`config.mk`:
```
export PLATFORM = sky130hd
export DESIGN_NAME = seven_segment_display_driver
export DESIGN_NICKNAME = d
export VERILOG_FILES = /design/src/rtl/seven_segment_display_driver.sv
export SDC_FILE = /design/constraint.sdc
export NUM_CORES = 1
export LEC_CHECK = 0
export BUFFER_PORTS_ARGS = -buffer_cell sky130_fd_sc_hd__buf_2
export CORE_ASPECT_RATIO = 1.75
export CORE_MARGIN = 3
export CORE_UTILIZATION = 35
export CTS_BUF_LIST = sky130_fd_sc_hd__clkbuf_16
export CTS_CLUSTER_SIZE = 40
export DETAILED_ROUTE_END_ITERATION = 7
export SLEW_MARGIN = 0
export SYNTH_ARGS = -nofsm -noshare
export SYNTH_HDL_FRONTEND = slang
export SYNTH_SLANG_ARGS = --single-unit
```
`constraint.sdc`:
```
create_clock -name I_CLK -period 7.4 [get_ports I_CLK]
set_input_delay 0.74 -clock I_CLK [delete_from_list [all_inputs] [get_ports I_CLK]]
set_output_delay 0.74 -clock I_CLK [all_outputs]
set_load 0.005 [all_outputs]
```
`src/rtl/seven_segment_display_driver.sv`:
```
// Seven-segment display driver.
// Captures an unsigned value on I_LOAD and renders it on NUM_DIGITS seven-segment digits,
// either as hexadecimal or as decimal. Decimal values are converted by a sequential
// double-dabble, one bit per cycle. Optional leading-zero blanking. A value that does not
// fit on the digits shows a dash on every digit.
//
// Ports:
//   I_CLK       clock, rising edge
//   I_NRESET    asynchronous active-low reset
//   I_DATA      value to display (DATA_WIDTH bits, unsigned)
//   I_LOAD      capture request for I_DATA/I_MODE/I_BLANK, ignored while busy
//   I_MODE      0 = hexadecimal, 1 = decimal
//   I_BLANK     1 = blank leading zero digits
//   O_SEGMENTS  digit k at [7k+6:7k], abcdefg with a as MSB; inverted when ACTIVE_LOW
//   O_BUSY      high from the capture edge until the update edge
//   O_DONE      one-cycle pulse after O_SEGMENTS is updated
module seven_segment_display_driver #(
  parameter int unsigned NUM_DIGITS = 4,
  parameter int unsigned DATA_WIDTH = 16,
  parameter bit          ACTIVE_LOW = 1'b0
) (
  input  logic                    I_CLK,
  input  logic                    I_NRESET,
  input  logic [DATA_WIDTH-1:0]   I_DATA,
  input  logic                    I_LOAD,
  input  logic                    I_MODE,
  input  logic                    I_BLANK,
  output logic [7*NUM_DIGITS-1:0] O_SEGMENTS,
  output logic                    O_BUSY,
  output logic                    O_DONE
);

  localparam int unsigned BcdW = 4 * NUM_DIGITS;
  localparam int unsigned ExtW = (DATA_WIDTH > BcdW) ? DATA_WIDTH : BcdW;
  localparam int unsigned CntW = $clog2(DATA_WIDTH);
  localparam logic [CntW-1:0] LastCnt = CntW'(DATA_WIDTH - 1);

  localparam logic [6:0] SegDash  = 7'h01;
  localparam logic [6:0] SegBlank = 7'h00;

  typedef enum logic [1:0] {
    StIdle,
    StShift,
    StUpdate
  } state_e;

  state_e                  r_state;
  state_e                  w_state_next;
  logic [DATA_WIDTH-1:0]   r_data;
  logic                    r_mode;
  logic                    r_blank;
  logic [BcdW-1:0]         r_bcd;
  logic                    r_ovf;
  logic [CntW-1:0]         r_cnt;
  logic [7*NUM_DIGITS-1:0] r_segments;
  logic                    r_busy;
  logic                    r_done;

  logic [BcdW-1:0]         w_bcd_adj;
  logic [BcdW-1:0]         w_bcd_shifted;
  logic [ExtW-1:0]         w_data_ext;
  logic                    w_hex_ovf;
  logic                    w_ovf;
  logic [BcdW-1:0]         w_digits;
  logic [7*NUM_DIGITS-1:0] w_seg_next;

  function automatic logic [6:0] hex_to_seg(input logic [3:0] v);
    logic [6:0] s;
    unique case (v)
      4'h0: s = 7'h7E;
      4'h1: s = 7'h30;
      4'h2: s = 7'h6D;
      4'h3: s = 7'h79;
      4'h4: s = 7'h33;
      4'h5: s = 7'h5B;
      4'h6: s = 7'h5F;
      4'h7: s = 7'h70;
      4'h8: s = 7'h7F;
      4'h9: s = 7'h7B;
      4'hA: s = 7'h77;
      4'hB: s = 7'h1F;
      4'hC: s = 7'h0D;
      4'hD: s = 7'h3D;
      4'hE: s = 7'h4F;
      4'hF: s = 7'h47;
      default: s = 7'h00;
    endcase
    return s;
  endfunction

  // ---------------------------------------------------------------------------
  // FSM
  // ---------------------------------------------------------------------------
  always_ff @(posedge I_CLK or negedge I_NRESET) begin
    if (!I_NRESET) begin
      r_state <= StIdle;
    end else begin
      r_state <= w_state_next;
    end
  end

  always_comb begin
    w_state_next = r_state;
    unique case (r_state)
      StIdle: begin
        if (I_LOAD) begin
          w_state_next = I_MODE ? StShift : StUpdate;
        end
      end
      StShift: begin
        if (r_cnt == LastCnt) begin
          w_state_next = StUpdate;
        end
      end
      StUpdate: w_state_next = StIdle;
      default:  w_state_next = StIdle;
    endcase
  end

  // ---------------------------------------------------------------------------
  // Double-dabble step: add 3 to every nibble >= 5, then shift in the next data MSB
  // ---------------------------------------------------------------------------
  always_comb begin
    w_bcd_adj = r_bcd;
    for (int k = 0; k < NUM_DIGITS; k++) begin
      if (r_bcd[4*k +: 4] >= 4'd5) begin
        w_bcd_adj[4*k +: 4] = r_bcd[4*k +: 4] + 4'd3;
      end
    end
  end

  assign w_bcd_shifted = {w_bcd_adj[BcdW-2:0], r_data[DATA_WIDTH-1]};

  // ---------------------------------------------------------------------------
  // Digit selection and segment rendering
  // ---------------------------------------------------------------------------
  // Zero-extension covers digits beyond DATA_WIDTH; bits above the digits flag hex overflow.
  assign w_data_ext = ExtW'(r_data);
  assign w_hex_ovf  = |(w_data_ext >> BcdW);
  assign w_ovf      = r_mode ? r_ovf : w_hex_ovf;
  assign w_digits   = r_mode ? r_bcd : w_data_ext[BcdW-1:0];

  always_comb begin
    logic       seen_nonzero;
    logic [3:0] nib;
    logic [6:0] seg;
    w_seg_next   = '0;
    seen_nonzero = 1'b0;
    nib          = 4'h0;
    seg          = SegBlank;
    // Walk from the top digit down so blanking stops at the first nonzero digit.
    for (int k = NUM_DIGITS - 1; k >= 0; k--) begin
      nib = w_digits[4*k +: 4];
      if (nib != 4'h0) begin
        seen_nonzero = 1'b1;
      end
      if (w_ovf) begin
        seg = SegDash;
      end else if (r_blank && !seen_nonzero && (k != 0)) begin
        seg = SegBlank;
      end else begin
        seg = hex_to_seg(nib);
      end
      w_seg_next[7*k +: 7] = seg;
    end
  end

  // ---------------------------------------------------------------------------
  // Datapath registers
  // ---------------------------------------------------------------------------
  always_ff @(posedge I_CLK or negedge I_NRESET) begin
    if (!I_NRESET) begin
      r_data     <= '0;
      r_mode     <= 1'b0;
      r_blank    <= 1'b0;
      r_bcd      <= '0;
      r_ovf      <= 1'b0;
      r_cnt      <= '0;
      r_segments <= '0;
      r_busy     <= 1'b0;
      r_done     <= 1'b0;
    end else begin
      r_done <= 1'b0;
      unique case (r_state)
        StIdle: begin
          if (I_LOAD) begin
            r_data  <= I_DATA;
            r_mode  <= I_MODE;
            r_blank <= I_BLANK;
            r_bcd   <= '0;
            r_ovf   <= 1'b0;
            r_cnt   <= '0;
            r_busy  <= 1'b1;
          end
        end
        StShift: begin
          r_bcd  <= w_bcd_shifted;
          // Anything leaving the top nibble means the value needs more digits than we have.
          r_ovf  <= r_ovf | w_bcd_adj[BcdW-1];
          r_data <= {r_data[DATA_WIDTH-2:0], 1'b0};
          r_cnt  <= r_cnt + 1'b1;
        end
        StUpdate: begin
          r_segments <= w_seg_next;
          r_done     <= 1'b1;
          r_busy     <= 1'b0;
        end
        default: ;
      endcase
    end
  end

  // Segments are kept active-high internally; polarity is applied only at the pins.
  assign O_SEGMENTS = r_segments ^ {(7 * NUM_DIGITS){ACTIVE_LOW}};
  assign O_BUSY     = r_busy;
  assign O_DONE     = r_done;

endmodule
```
==> run_results.csv, run 1 <==
group,metric,value,unit
global_routing,grt.total_usage,0.151,
place,hpwl,7500,um
route,vias_per_cell,5.34,
job,maxCapViolations,0,
logic_synthesis,synthesis.instances,441,
route,drtIter0Drc,164,
cts,cts_htree_levels,3,
die,rows,53,
route,drt-total-wl,10300,um
logic_synthesis,ys.flop_type,"dfrtp_1",
worst_setup_path,endpoint,"O_SEGMENTS[8]$_DFFE_PN0P_",
cts,insertion_delay,0.33,ns
layout,layout-drive-gt1-share,0.194,
worst_setup_path,startpoint_type,"register",
layout,final_common_cell,"dfrtp_1",
cts,cts_resized,0,
logic_synthesis,synthTopCellsByArea,"dfrtp_1, ha_1, o21ai_0",
logic_synthesis,async_flop_share,1.00,
die,die_w,90.6,um
pwr,switchingPower,909,uW
worst_hold_path,hold_path.class,"reg2reg",
place,globalplace.congestion,0.803,
cts,cts_setup_buffers,0,
logic_synthesis,ys_ff_latch,71,
pwr,power_frac_seq,0.324,
timing,rsz0062_at_grt,"no",
timing,period_share,0.367,
pwr,comb_power_share,0.486,
logic_synthesis,ys_types,52,
worst_setup_path,critPathLaunch,"r_mode$_DFFE_PN0P_",
timing,setup_viol,0,
logic_synthesis,syn_area_per_cell,9.94,um2
global_routing,grt_pass1_vias,3428,
timing,period_minus_slack,2.72,ns
pwr,intPower,1.23,mW
cts,cts_num_sinks,71,
logic_synthesis,syn_area,4390,um2
layout,mostFrequentLayoutCells,"dfrtp_1, buf_2, o21ai_0",
die,pin_count,51,
route,wire_per_inst,15.7,um
worst_setup_path,r2r_slack,4.68,ns
logic_synthesis,synth-edff-count,0,
worst_setup_path,ff2ff_path_depth,7,
logic_synthesis,synth_fp_nets,495,
worst_setup_path,crit_required,7.62,ns
layout,nets,538,
worst_setup_path,cp_top_family,"multiplexers",
worst_setup_path,slowest_delay,0.62,ns
timing,slew_headroom,0.337,
timing,tightest_slew,0.967,ns
global_routing,overflow,0,
die,coreArea,12100,um2
global_routing,grt_pass1_wl,17200,um
die,dieArea,14000,um2
cts,postCtsHoldBufs,0,
outcome,status,"complete, no violations",
die,die_h,154,um
worst_setup_path,worstPathCellList,"buf_4, mux2i_1, ha_1, inv_1, nor4b_4, a31oi_4, a32o_1",
worst_setup_path,reg2reg_to,"O_SEGMENTS[8]$_DFFE_PN0P_",
logic_synthesis,yosys_warnings,0,
cts,cts_tree,"yes",
logic_synthesis,synth_seq_area_share,0.405,
worst_setup_path,end_kind,"register",
worst_setup_path,arrival,2.94,ns
timing,fin_setup_tns,0,ns
cts,clockBufferDepth,2,
worst_setup_path,path_class,"reg2reg",
place,dpl_cell_area,4750,um2
pwr,swShare,0.424,
timing,fin_hold_ws,0.471,ns
pwr,p_leak,2.27,nW
layout,final_cell_area,5030,um2
route,route.vias.total,3491,
logic_synthesis,yosysTopAreaCell,"dfrtp_1",
pwr,ir_drop,160,uV
route,drc,0,
worst_setup_path,cpMaxStageDelayCell,"mux2i_1",
timing,hold_viol,0,
timing,slew_viol_final,0,
route,ant_nets,0,
worst_setup_path,path_buf_inv,2,
layout,antenna_cells,0,
cts,numCtsBuffers,9,
cts,cts.root.buffer_cell,"clkbuf_16",
worst_setup_path,crit_cells,7,
global_routing,grt_max_degree,72,
die,start_util,0.361,
logic_synthesis,synth.top_cell.area_share,0.405,
route,drtPass1Iterations,4,
pwr,powerDensity,426,nW/um2
timing,fmax,368,MHz
place,port_buffers,50,
layout,syn_to_final_growth,14.7,%
worst_setup_path,regToRegStartpoint,"r_mode$_DFFE_PN0P_",
worst_setup_path,cp_max_fo,29,
global_routing,antenna_found_initial,0,
timing,skew,0.00722,ns
cts,path_clk_slew,0.06,ns
pwr,p_clk_frac,0.190,
## layer usage
metal | GRT usage | wire [um]
met1 | 0.172 | 4320
met3 | 0.0240 | 223
met5 | 0 | 0
met4 | 0.0701 | 234
met2 | 0.275 | 5490
## power by group through the flow
stage | registers [mW] | logic, mW | clock network [mW]
after floorplan | 0.651 | 0.820 | 0
after global placement | 0.695 | 1.01 | 0
after detailed placement | 0.703 | 1.04 | 0
after CTS | 0.697 | 1.05 | 0.420
after global routing | 0.719 | 1.17 | 0.433
final | 0.694 | 1.04 | 0.407
## flip-flops by register name, indices dropped and copies added (netlist names)
signal / cells
r_mode: 1
r_data: 16
r_ovf: 1
O_SEGMENTS: 28
r_bcd: 16
r_blank: 1
O_BUSY: 1
r_state: 2
r_cnt: 4
O_DONE: 1
## cell families (layout without fill, tap and decap cells)
group	Yosys count	in the layout	synth area share
mux	30	30	0.0879
fa+ha+maj	33	33	0.0942
flops	71	71	0.405
buf+inv	45	93	0.0476
compound gates	156	156	0.238
xor+xnor	8	8	0.0160
simple gates	98	98	0.112
## metrics by stage
stage | setup WS, ns | power, mW | utilization | cells
after global routing | 4.45 | 2.32 | 0.415 | 654
final | 4.68 | 2.14 | 0.415 | 654
after detailed placement | 4.47 | 1.75 | 0.391 | 638
after CTS | 4.66 | 2.17 | 0.415 | 654
after floorplan | 5.08 | 1.47 | - | 441
after global placement | 4.61 | 1.71 | 0.391 | 638
## worst min path at each step
stage,startpoint,end,slack [ns],cells after the start
floorplan,I_NRESET,O_BUSY$_DFFE_PN0P_,0.44,0
global placement,O_SEGMENTS[2]$_DFFE_PN0P_,O_SEGMENTS[2]$_DFFE_PN0P_,0.45,1
detailed placement,O_SEGMENTS[2]$_DFFE_PN0P_,O_SEGMENTS[2]$_DFFE_PN0P_,0.46,1
CTS,O_SEGMENTS[2]$_DFFE_PN0P_,O_SEGMENTS[2]$_DFFE_PN0P_,0.47,1
global route,O_SEGMENTS[2]$_DFFE_PN0P_,O_SEGMENTS[2]$_DFFE_PN0P_,0.48,1
finish,O_SEGMENTS[2]$_DFFE_PN0P_,O_SEGMENTS[2]$_DFFE_PN0P_,0.47,1
## cells in the mapped netlist, types with 4 or more instances
cell type,n
dfrtp_1,71
o21ai_0,40
a21oi_1,38
nand2_1,38
ha_1,33
inv_1,23
nor2_1,20
nor2b_1,17
a22oi_1,15
clkbuf_1,14
mux2i_1,13
a22o_1,12
mux2_2,9
a32o_1,8
nand2b_1,7
a31oi_1,6
o31ai_1,6
o32ai_1,6
o22ai_1,5
xnor2_1,4
xor2_1,4
## final cells by class
| type | count | area [um2] |
|---|---|---|
| clock buffer | 9 | 225 |
| clock inverter | 7 | 56.3 |
| fill | 1180 | 7100 |
| inverter | 24 | 91.3 |
| multi-input combinational | 325 | 2400 |
| sequential | 71 | 1780 |
| tap | 165 | 206 |
| timing repair buffer | 53 | 273 |
Power figures use the tool's default switching activity.
==> inputs of run 2 (changes only) <==
==> constraint.sdc (replaced) <==
create_clock -name I_CLK -period 2.8 [get_ports I_CLK]
set_input_delay 0.28 -clock I_CLK [delete_from_list [all_inputs] [get_ports I_CLK]]
set_output_delay 0.28 -clock I_CLK [all_outputs]
set_load 0.005 [all_outputs]
==> run_results.csv, run 2 (same netlist as run 1, synthesis figures left out) <==
group,metric,value,unit
place,port_buffers,50,
worst_hold_path,hold_path.class,"in2async",
job,maxCapViolations,0,
worst_setup_path,crit_required,3.02,ns
timing,skew,0.00818,ns
layout,mostFrequentLayoutCells,"dfrtp_1, buf_2, o21ai_0",
cts,numCtsBuffers,9,
layout,antenna_cells,0,
timing,period_minus_slack,2.43,ns
timing,fmax,412,MHz
place,dpl_cell_area,4840,um2
layout,final_cells,666,
die,die_w,90.6,um
layout,final_core_util,0.421,
cts,cts_num_sinks,71,
worst_setup_path,regToRegStartpoint,"r_mode$_DFFE_PN0P_",
global_routing,grt_max_degree,72,
worst_setup_path,cp_max_fo,7,
layout,final_common_cell,"dfrtp_1",
die,rows,53,
worst_setup_path,r2r_slack,0.37,ns
timing,fin_setup_tns,0,ns
die,die_h,154,um
route,vias_per_cell,5.31,
timing,rsz0062_at_grt,"no",
place,dp_cells,650,
die,coreArea,12100,um2
cts,insertion_delay,0.34,ns
timing,tightest_slew,0.893,ns
cts,cts_resized,0,
cts,path_clk_slew,0.06,ns
layout,nets,550,
route,drt-total-wl,10200,um
route,route.vias.total,3536,
layout,final_cell_area,5110,um2
pwr,ir_drop,394,uV
cts,clockBufferDepth,2,
worst_setup_path,arrival,2.65,ns
layout,largest_reg_flops,28,
global_routing,grt_pass1_vias,3577,
cts,cts_tree,"yes",
route,drtIter0Drc,182,
worst_setup_path,end_kind,"register",
global_routing,grt_pass1_wl,17400,um
place,hpwl,7610,um
worst_setup_path,startpoint_type,"register",
pwr,p_total,5.72,mW
global_routing,overflow,0,
timing,hold_viol,0,
cts,postCtsHoldBufs,0,
route,wire_per_inst,15.2,um
cts,cts_setup_buffers,0,
route,drtPass1Iterations,4,
worst_setup_path,ff2ff_path_depth,7,
route,ant_nets,0,
die,start_util,0.361,
cts,cts_htree_levels,3,
layout,layout-drive-gt1-share,0.210,
timing,setup_viol,0,
worst_setup_path,reg2reg_to,"O_SEGMENTS[13]$_DFFE_PN0P_",
layout,syn_to_final_growth,16.5,%
global_routing,antenna_found_initial,0,
pwr,p_leak,2.31,nW
worst_setup_path,path_class,"reg2reg",
die,pin_count,51,
cts,cts.root.buffer_cell,"clkbuf_16",
outcome,status,"complete, no violations",
timing,slew_headroom,0.404,
timing,period_share,0.868,
global_routing,grt.total_usage,0.153,
timing,slew_viol_final,0,
place,globalplace.congestion,0.846,
die,dieArea,14000,um2
route,drc,0,
pwr,powerDensity,1120,nW/um2
## run 2: changes by cell type in the layout (fill, tap and decap cells not counted)
cell | before | now
buf_4 | 3 | 15
clkinv_4 | 3 | 1
clkinvlp_4 | 1 | 3
inv_1 | 23 | 24
inv_6 | 2 | 1
nor2b_1 | 16 | 17
nor2b_2 | 1 | 0
## run 2: critical path, stage by stage (launching register included)
cell	delay (ns)
dfrtp_1	0.55
mux2_2	0.43
inv_1	0.14
ha_1	0.21
nand2_1	0.11
nor4b_4	0.42
a31oi_4	0.17
a32o_1	0.28
## run 2: layer usage
metal | share of wire | up-vias | track usage
li1 | - | 1713 | -
met1 | 0.40 | 1718 | 0.172
met2 | 0.53 | 82 | 0.269
met3 | 0.034 | 23 | 0.0303
met4 | 0.034 | 0 | 0.0811
met5 | 0 | - | 0
## run 2: where the power goes
part	internal, mW	switching, mW
logic	1.32	1.57
clock network	0.598	0.451
registers	1.43	0.363
total	3.34	2.38
## run 2: stage by stage
stage	hold slack [ns]	setup slack, ns
after floorplan	-0.0156	0.478
after CTS	0.154	0.345
after detailed placement	0.460	0.354
final	0.148	0.370
after global routing	0.172	0.195
after global placement	0.455	0.419
## run 2: how the worst max path moves through the flow
stage	endpoint	depth (start not counted)	slack, ns	startpoint
2_1_floorplan	O_SEGMENTS[13]$_DFFE_PN0P_	8	0.48	r_mode$_DFFE_PN0P_
3_3_place_gp	O_SEGMENTS[13]$_DFFE_PN0P_	7	0.42	r_mode$_DFFE_PN0P_
3_5_place_dp	O_SEGMENTS[13]$_DFFE_PN0P_	7	0.35	r_mode$_DFFE_PN0P_
4_1_cts	O_SEGMENTS[13]$_DFFE_PN0P_	7	0.34	r_mode$_DFFE_PN0P_
5_1_grt	O_SEGMENTS[13]$_DFFE_PN0P_	7	0.19	r_mode$_DFFE_PN0P_
6_report	O_SEGMENTS[13]$_DFFE_PN0P_	7	0.37	r_mode$_DFFE_PN0P_
## run 2: area by class of cell
| class | count | area [um2] |
|---|---|---|
| Clock inverter | 7 | 48.8 |
| Inverter | 24 | 91.3 |
| Fill cell | 1204 | 7020 |
| Clock buffer | 9 | 225 |
| Multi-Input combinational cell | 325 | 2400 |
| Timing Repair Buffer | 65 | 363 |
| Sequential cell | 71 | 1780 |
| Tap cell | 165 | 206 |
